## src/rtl/sdram_port_arb_pkg.sv

```systemverilog
// Shared types and constants for the SDRAM port arbiter.
// Holds the FSM encoding, address field layout and the burst-length clamp.
package sdram_port_arb_pkg;

    typedef enum logic [1:0] {
        S_WAIT_INIT,
        S_IDLE,
        S_XFER,
        S_REF
    } state_t;

    localparam int BANK_MSB  = 23;
    localparam int BANK_LSB  = 22;
    localparam int ROW_MSB   = 21;
    localparam int ROW_LSB   = 9;
    localparam int COL_MSB   = 8;
    localparam int COL_LSB   = 0;
    localparam int MAX_BURST = 256;
    localparam int PTR_W     = 2;

    // Zero or oversized lengths become a full 256-word burst.
    function automatic logic [9:0] clamp_len(input logic [9:0] l);
        if (l == 10'd0 || l > 10'(MAX_BURST))
            return 10'(MAX_BURST);
        return l;
    endfunction

endpackage

```

## src/rtl/sdram_port_arb_rr_pick.sv

```systemverilog
// Combinational round-robin selector: first requester at or after ptr,
// searching upward with wrap.
module rr_pick
    import sdram_port_arb_pkg::*;
#(
    parameter int NPORT = 3
) (
    input  logic [NPORT-1:0] req,
    input  logic [PTR_W-1:0] ptr,
    output logic [NPORT-1:0] grant,
    output logic [PTR_W-1:0] idx,
    output logic             vld
);

    int j;

    always_comb begin
        grant = '0;
        idx   = '0;
        vld   = 1'b0;
        j     = 0;
        for (int k = 0; k < NPORT; k++) begin
            j = (int'(ptr) + k) % NPORT;
            if (!vld && req[j]) begin
                vld      = 1'b1;
                grant[j] = 1'b1;
                idx      = PTR_W'(j);
            end
        end
    end

endmodule

```

## src/rtl/sdram_port_arb.sv

```systemverilog
// Round-robin burst arbiter and auto-refresh scheduler in front of the
// SDRAM engine; a pending refresh always beats a client burst.
module sdram_port_arb
    import sdram_port_arb_pkg::*;
#(
    parameter int NPORT      = 3,
    parameter int REF_PERIOD = 390
) (
    input  logic               clk,
    input  logic               rst_n,
    input  logic               init_done,
    input  logic [NPORT-1:0]   req,
    input  logic [NPORT-1:0]   rw_n,
    input  logic [24*NPORT-1:0] addr,
    input  logic [10*NPORT-1:0] len,
    output logic [NPORT-1:0]   gnt,
    output logic [NPORT-1:0]   done,
    output logic               sys_r_wn,
    output logic [23:0]        sys_wraddr,
    output logic [23:0]        sys_rdaddr,
    output logic [9:0]         sdwr_byte,
    output logic [9:0]         sdrd_byte,
    output logic               eng_start,
    output logic               eng_ref,
    input  logic               eng_done,
    output logic               ref_overrun
);

    localparam int TW = (REF_PERIOD > 1) ? $clog2(REF_PERIOD) : 1;

    state_t           state, state_nxt;
    logic             do_grant, do_ref, do_fin, ref_clr;
    logic [NPORT-1:0] pick_oh;
    logic [PTR_W-1:0] pick_idx, rr_ptr, win_idx;
    logic             pick_vld;
    logic [TW-1:0]    timer;
    logic             ref_pend, wrap;
    logic             sel_rd;
    logic [23:0]      sel_addr;
    logic [9:0]       sel_len;

    rr_pick #(.NPORT(NPORT)) u_pick (
        .req   (req),
        .ptr   (rr_ptr),
        .grant (pick_oh),
        .idx   (pick_idx),
        .vld   (pick_vld)
    );

    assign sel_rd   = rw_n[pick_idx];
    assign sel_addr = addr[int'(pick_idx)*24 +: 24];
    assign sel_len  = clamp_len(len[int'(pick_idx)*10 +: 10]);

    // Timer only runs once initialisation has finished.
    assign wrap = (state != S_WAIT_INIT) && (timer == TW'(REF_PERIOD - 1));

    always_comb begin
        state_nxt = state;
        do_grant  = 1'b0;
        do_ref    = 1'b0;
        do_fin    = 1'b0;
        ref_clr   = 1'b0;
        case (state)
            S_WAIT_INIT: if (init_done) state_nxt = S_IDLE;
            S_IDLE: begin
                if (ref_pend) begin
                    do_ref    = 1'b1;
                    state_nxt = S_REF;
                end else if (pick_vld) begin
                    do_grant  = 1'b1;
                    state_nxt = S_XFER;
                end
            end
            S_XFER: if (eng_done) begin
                do_fin    = 1'b1;
                state_nxt = S_IDLE;
            end
            S_REF: if (eng_done) begin
                ref_clr   = 1'b1;
                state_nxt = S_IDLE;
            end
            default: state_nxt = S_WAIT_INIT;
        endcase
    end

    always_ff @(posedge clk or negedge rst_n) begin
        if (!rst_n) begin
            state       <= S_WAIT_INIT;
            timer       <= '0;
            ref_pend    <= 1'b0;
            ref_overrun <= 1'b0;
        end else begin
            state <= state_nxt;
            if (state != S_WAIT_INIT)
                timer <= wrap ? '0 : timer + 1'b1;
            // A wrap coinciding with refresh completion re-arms without overrun.
            if (wrap) begin
                ref_pend <= 1'b1;
                if (ref_pend && !ref_clr)
                    ref_overrun <= 1'b1;
            end else if (ref_clr) begin
                ref_pend <= 1'b0;
            end
        end
    end

    always_ff @(posedge clk or negedge rst_n) begin
        if (!rst_n) begin
            gnt        <= '0;
            done       <= '0;
            eng_start  <= 1'b0;
            eng_ref    <= 1'b0;
            sys_r_wn   <= 1'b1;
            sys_wraddr <= '0;
            sys_rdaddr <= '0;
            sdwr_byte  <= '0;
            sdrd_byte  <= '0;
            rr_ptr     <= '0;
            win_idx    <= '0;
        end else begin
            eng_start <= do_grant;
            eng_ref   <= do_ref;
            done      <= do_fin ? gnt : '0;
            if (do_grant) begin
                gnt      <= pick_oh;
                win_idx  <= pick_idx;
                sys_r_wn <= sel_rd;
                if (sel_rd) begin
                    sys_rdaddr <= sel_addr;
                    sdrd_byte  <= sel_len;
                end else begin
                    sys_wraddr <= sel_addr;
                    sdwr_byte  <= sel_len;
                end
            end else if (do_fin) begin
                gnt <= '0;
            end
            if (do_fin)
                rr_ptr <= (win_idx == PTR_W'(NPORT - 1)) ? '0 : win_idx + 1'b1;
        end
    end

endmodule
```

## config.mk

```make
export PLATFORM = sky130hd
export DESIGN_NAME = sdram_port_arb
export DESIGN_NICKNAME = d
export VERILOG_FILES = /design/src/rtl/sdram_port_arb_pkg.sv /design/src/rtl/sdram_port_arb_rr_pick.sv /design/src/rtl/sdram_port_arb.sv
export SDC_FILE = /design/constraint.sdc
export NUM_CORES = 1
export LEC_CHECK = 0
export BUFFER_PORTS_ARGS = -buffer_cell sky130_fd_sc_hd__buf_2
export CORE_MARGIN = 5
export CORE_UTILIZATION = 40
export CTS_CLUSTER_SIZE = 20
export DETAILED_ROUTE_END_ITERATION = 12
export MAX_ROUTING_LAYER = met4
export PLACE_DENSITY = 0.76
export SLEW_MARGIN = 20
export SYNTH_ARGS = -nofsm -noshare
export SYNTH_HDL_FRONTEND = slang
export SYNTH_HIERARCHICAL = 1
export SYNTH_SLANG_ARGS = --single-unit
```

## constraint.sdc

```tcl
create_clock -name clk -period 8.15 [get_ports clk]
set_clock_uncertainty 0.15 [all_clocks]
set_input_delay 1.2225 -clock clk [delete_from_list [all_inputs] [get_ports clk]]
set_output_delay 1.2225 -clock clk [all_outputs]
set_load 0.02 [all_outputs]
```

==> results.cfg <==
[outcome]
status = finished, final reports clean

[layout]
final_cell_count_no_fill = 778
nFillCells = 1035
area_growth_pct = 28.7
num_antenna_cells = 0
final_util_pct = 52.3
drive_gt1_share_pct = 35.4
nets = 748

[route]
routedWlPerCell_um = 16.4
drt_iter0_drc = 157
drt.antenna.violating_nets = 0
viasPerCell = 5.23
dr.max_layer_used = met4
vias = 4069
drc = 0
wl_met3_um = 970
met2_length_um = 6100
dr.pass1.iters = 5
drt-total-wl_um = 12700
met1_length_um = 5500

[cts]
cts.clk_slew.worst_paths_ns = 0.06
cts_root_buf = clkbuf_16
clock-sinks = 94
cts_buffers = 9
cts_tree = done
hold_buffers = 0
cts.htree.levels = 3
clock_latency_ns = 0.33
cts_resized = 0
clockBufferDepth = 2
post-cts-setup-buffer-count = 0

[pwr]
powerDensity_nw_per_um2 = 440
clkPwrFrac_pct = 18.3
max-vdd-ir-drop_v = 0.000210
p_switching_mw = 1.17
p_int_mw = 1.45
pwr-share-comb_pct = 51.4
leakagePower_nw = 3.01
p_total_mw = 2.62
p_seq_share_pct = 30.2
switching_share_pct = 44.8

[setup_path]
slowest_delay_ns = 0.83
slowest_stage = a21oi_4
crit_required_ns = 8.27
criticalPathCategory = input port to flop
path_delay_family = simple AND/OR/NAND/NOR gates
cp-start-kind = input port
crit_fanout = 58
worst_ep_arrival_time_ns = 5.07
cp_num_buf_inv = 1
cp-end-kind = flop
path_cells = buf_2 > nand2b_1 > a21oi_1 > o211ai_1 > a21oi_4 > nor2b_4 > o2bb2ai_1 > nand2_2 > nor2_4 > a22o_1

[logic_synthesis]
ys.flop_type = dfrtp_1
ys_ff_latch = 94
yosysUniqueCellTypes = 55
syn_nets = 576
netlist_instances = 458
ys_seq_area_share_pct = 50.9
async_flop_share_pct = 100
synth-edff-count = 0
synth_area_per_cell_um2 = 10.1
synth_warnings = 6
synthesis.area_um2 = 4620

[timing]
final_max_slew_viol_count = 0
timing.fmax_mhz = 202
finalSetupTns_ns = 0
rsz0062_at_grt = no
relSlewSlack_pct = 30.8
tightestPinTransition_ns = 1.03
hold_viol_final = 0
hold_ws_ns = 0.324
finalCriticalPeriod_ns = 4.95
finalCritPeriodShare_pct = 60.7
setup_violations = 0

[global_route]
grt.total_usage_pct = 18.9
grt_pass1_wl_um = 21000
grt_max_degree = 60
antenna_found_initial = 0
grt_pass1_vias = 4242
globalRouteOverflowTotal = 0

[place]
gp_congestion = 0.886
dp.cells = 762
portBuffers = 189
dp_hpwl_um = 9690

[floorplanning]
die_h_um = 118
start_util_pct = 40.7
fp.dieW_um = 118
dieArea_um2 = 13800
core_area_um2 = 11400
num_rows = 39
io_pins = 190

[job]
cap_viol_max_count = 0

[worst_hold_path]
hold_class = flop to flop
-- flip-flops by register name, indices dropped and copies added, names as in the netlist, 2 cells and up --
name,count
sys_wraddr,24
sdwr_byte,10
rr_ptr,2
sdrd_byte,10
timer,9
sys_rdaddr,24
win_idx,2
state,2
done,3
gnt,3
-- cells by family (layout without fill, tap and decap cells) --
kind of cell | count (synthesis) | after routing | synth area share [%]
AO/OA/AOI/OAI | 139 | 139 | 18.7
XOR/XNOR | 5 | 5 | 0.947
adder cells (fa/ha/maj) | 6 | 6 | 1.62
buffers and inverters | 37 | 214 | 4.82
flip-flops | 94 | 94 | 50.9
multiplexers | 39 | 39 | 9.04
AND/OR/NAND/NOR | 138 | 138 | 14.0
-- cells in the final DEF, fill, tap and decap left out, types with 4 or more instances in the layout --
master,Yosys,layout
inv_1,6,6
nand2b_1,5,5
o2bb2ai_1,10,10
dfrtp_1,93,93
o21ai_0,11,11
buf_2,11,188
ha_1,6,6
nand3_1,4,4
mux2i_1,35,35
clkbuf_16,0,9
a22o_1,19,19
o21ai_1,41,41
and2_1,5,5
a21oi_1,37,36
nand2_1,60,60
nor2_1,38,37
-- worst paths after layout --
path	slack [ns]	cells after the start	from	end
worst max-delay path	3.20	10	req[0]	sdrd_byte[2]
worst min-delay path	0.32	1	ref_overrun	ref_overrun
worst max register to register	3.29	11	rr_ptr[0]	sdrd_byte[2]
worst min register to register	0.32	1	ref_overrun	ref_overrun
max in group asynchronous	6.11	2	rst_n	sys_rdaddr[4]
min in group asynchronous	0.74	1	rst_n	done[2]
-- metrics by stage --
stage / cell area [um^2] / worst slack, ns
after floorplan: 4620 / 4.94
final: 5950 / 3.20
after detailed placement: 5600 / 2.90
after global placement: 5600 / 3.09
after global routing: 5950 / 2.77
after CTS: 5940 / 3.18
-- final cells by class --
class                   instances  area, um^2  share of cell area (%)
clock inverters                 6         109                    1.83
inverters                       7        26.3                   0.442
clock buffers                  10         239                    4.02
well taps                     143         179                    3.01
flip-flops and latches         94        2350                    39.6
repair buffers                191         963                    16.2
multi-input cells             327        2080                    35.0
-- worst register-to-register path: stages, from the launching register on --
cell,delay (ns)
dfrtp_1,0.40
inv_1,0.09
ha_1,0.47
inv_1,0.13
a21oi_1,0.21
o211ai_1,0.22
a21oi_4,0.83
nor2b_4,0.82
o2bb2ai_1,0.23
nand2_2,0.59
nor2_4,0.47
a22o_1,0.18
-- power groups by stage --
stage | sequential, mW | combinational, mW | clock, mW
detailed placement | 0.794 | 1.36 | 0
global route | 0.817 | 1.49 | 0.507
global placement | 0.794 | 1.31 | 0
finish | 0.793 | 1.35 | 0.480
floorplan | 0.956 | 0.832 | 0
CTS | 0.793 | 1.36 | 0.486
-- metal layers --
metal | vias to the layer above | GRT usage [%]
met4 | 0 | 4.09
met2 | 194 | 30.6
met3 | 17 | 4.66
met1 | 1895 | 24.2
li1 | 1963 | -
met5 | - | -
-- synthesized netlist by cell type, types with 2 or more instances --
cell | count | area share [%]
or3_1 | 2 | 0.27
nand3_1 | 4 | 0.43
nand2_2 | 2 | 0.27
nor2_4 | 2 | 0.49
nor4_1 | 3 | 0.41
o21ai_1 | 41 | 4.4
buf_1 | 2 | 0.16
mux2i_1 | 35 | 7.6
mux2_2 | 2 | 0.49
nand2b_1 | 5 | 0.68
xor2_1 | 3 | 0.57
inv_1 | 6 | 0.49
dfrtp_1 | 93 | 50
o2bb2ai_1 | 10 | 1.9
buf_2 | 11 | 1.2
o31ai_1 | 3 | 0.49
buf_4 | 6 | 0.97
nor2_1 | 38 | 3.1
nor3_1 | 3 | 0.32
clkbuf_1 | 5 | 0.41
mux2i_4 | 2 | 0.97
a22o_1 | 19 | 3.6
o21ai_0 | 11 | 1.2
and2_1 | 5 | 0.68
nand2_1 | 60 | 4.9
and3_1 | 3 | 0.41
nand4_1 | 3 | 0.41
ha_1 | 6 | 1.6
xnor2_1 | 2 | 0.38
a31oi_1 | 2 | 0.27
a211oi_1 | 2 | 0.32
a21oi_1 | 37 | 4.0
nor2b_1 | 2 | 0.27
a21o_1 | 3 | 0.49
buf_6 | 5 | 1.2
Power figures use the tool's default switching activity.
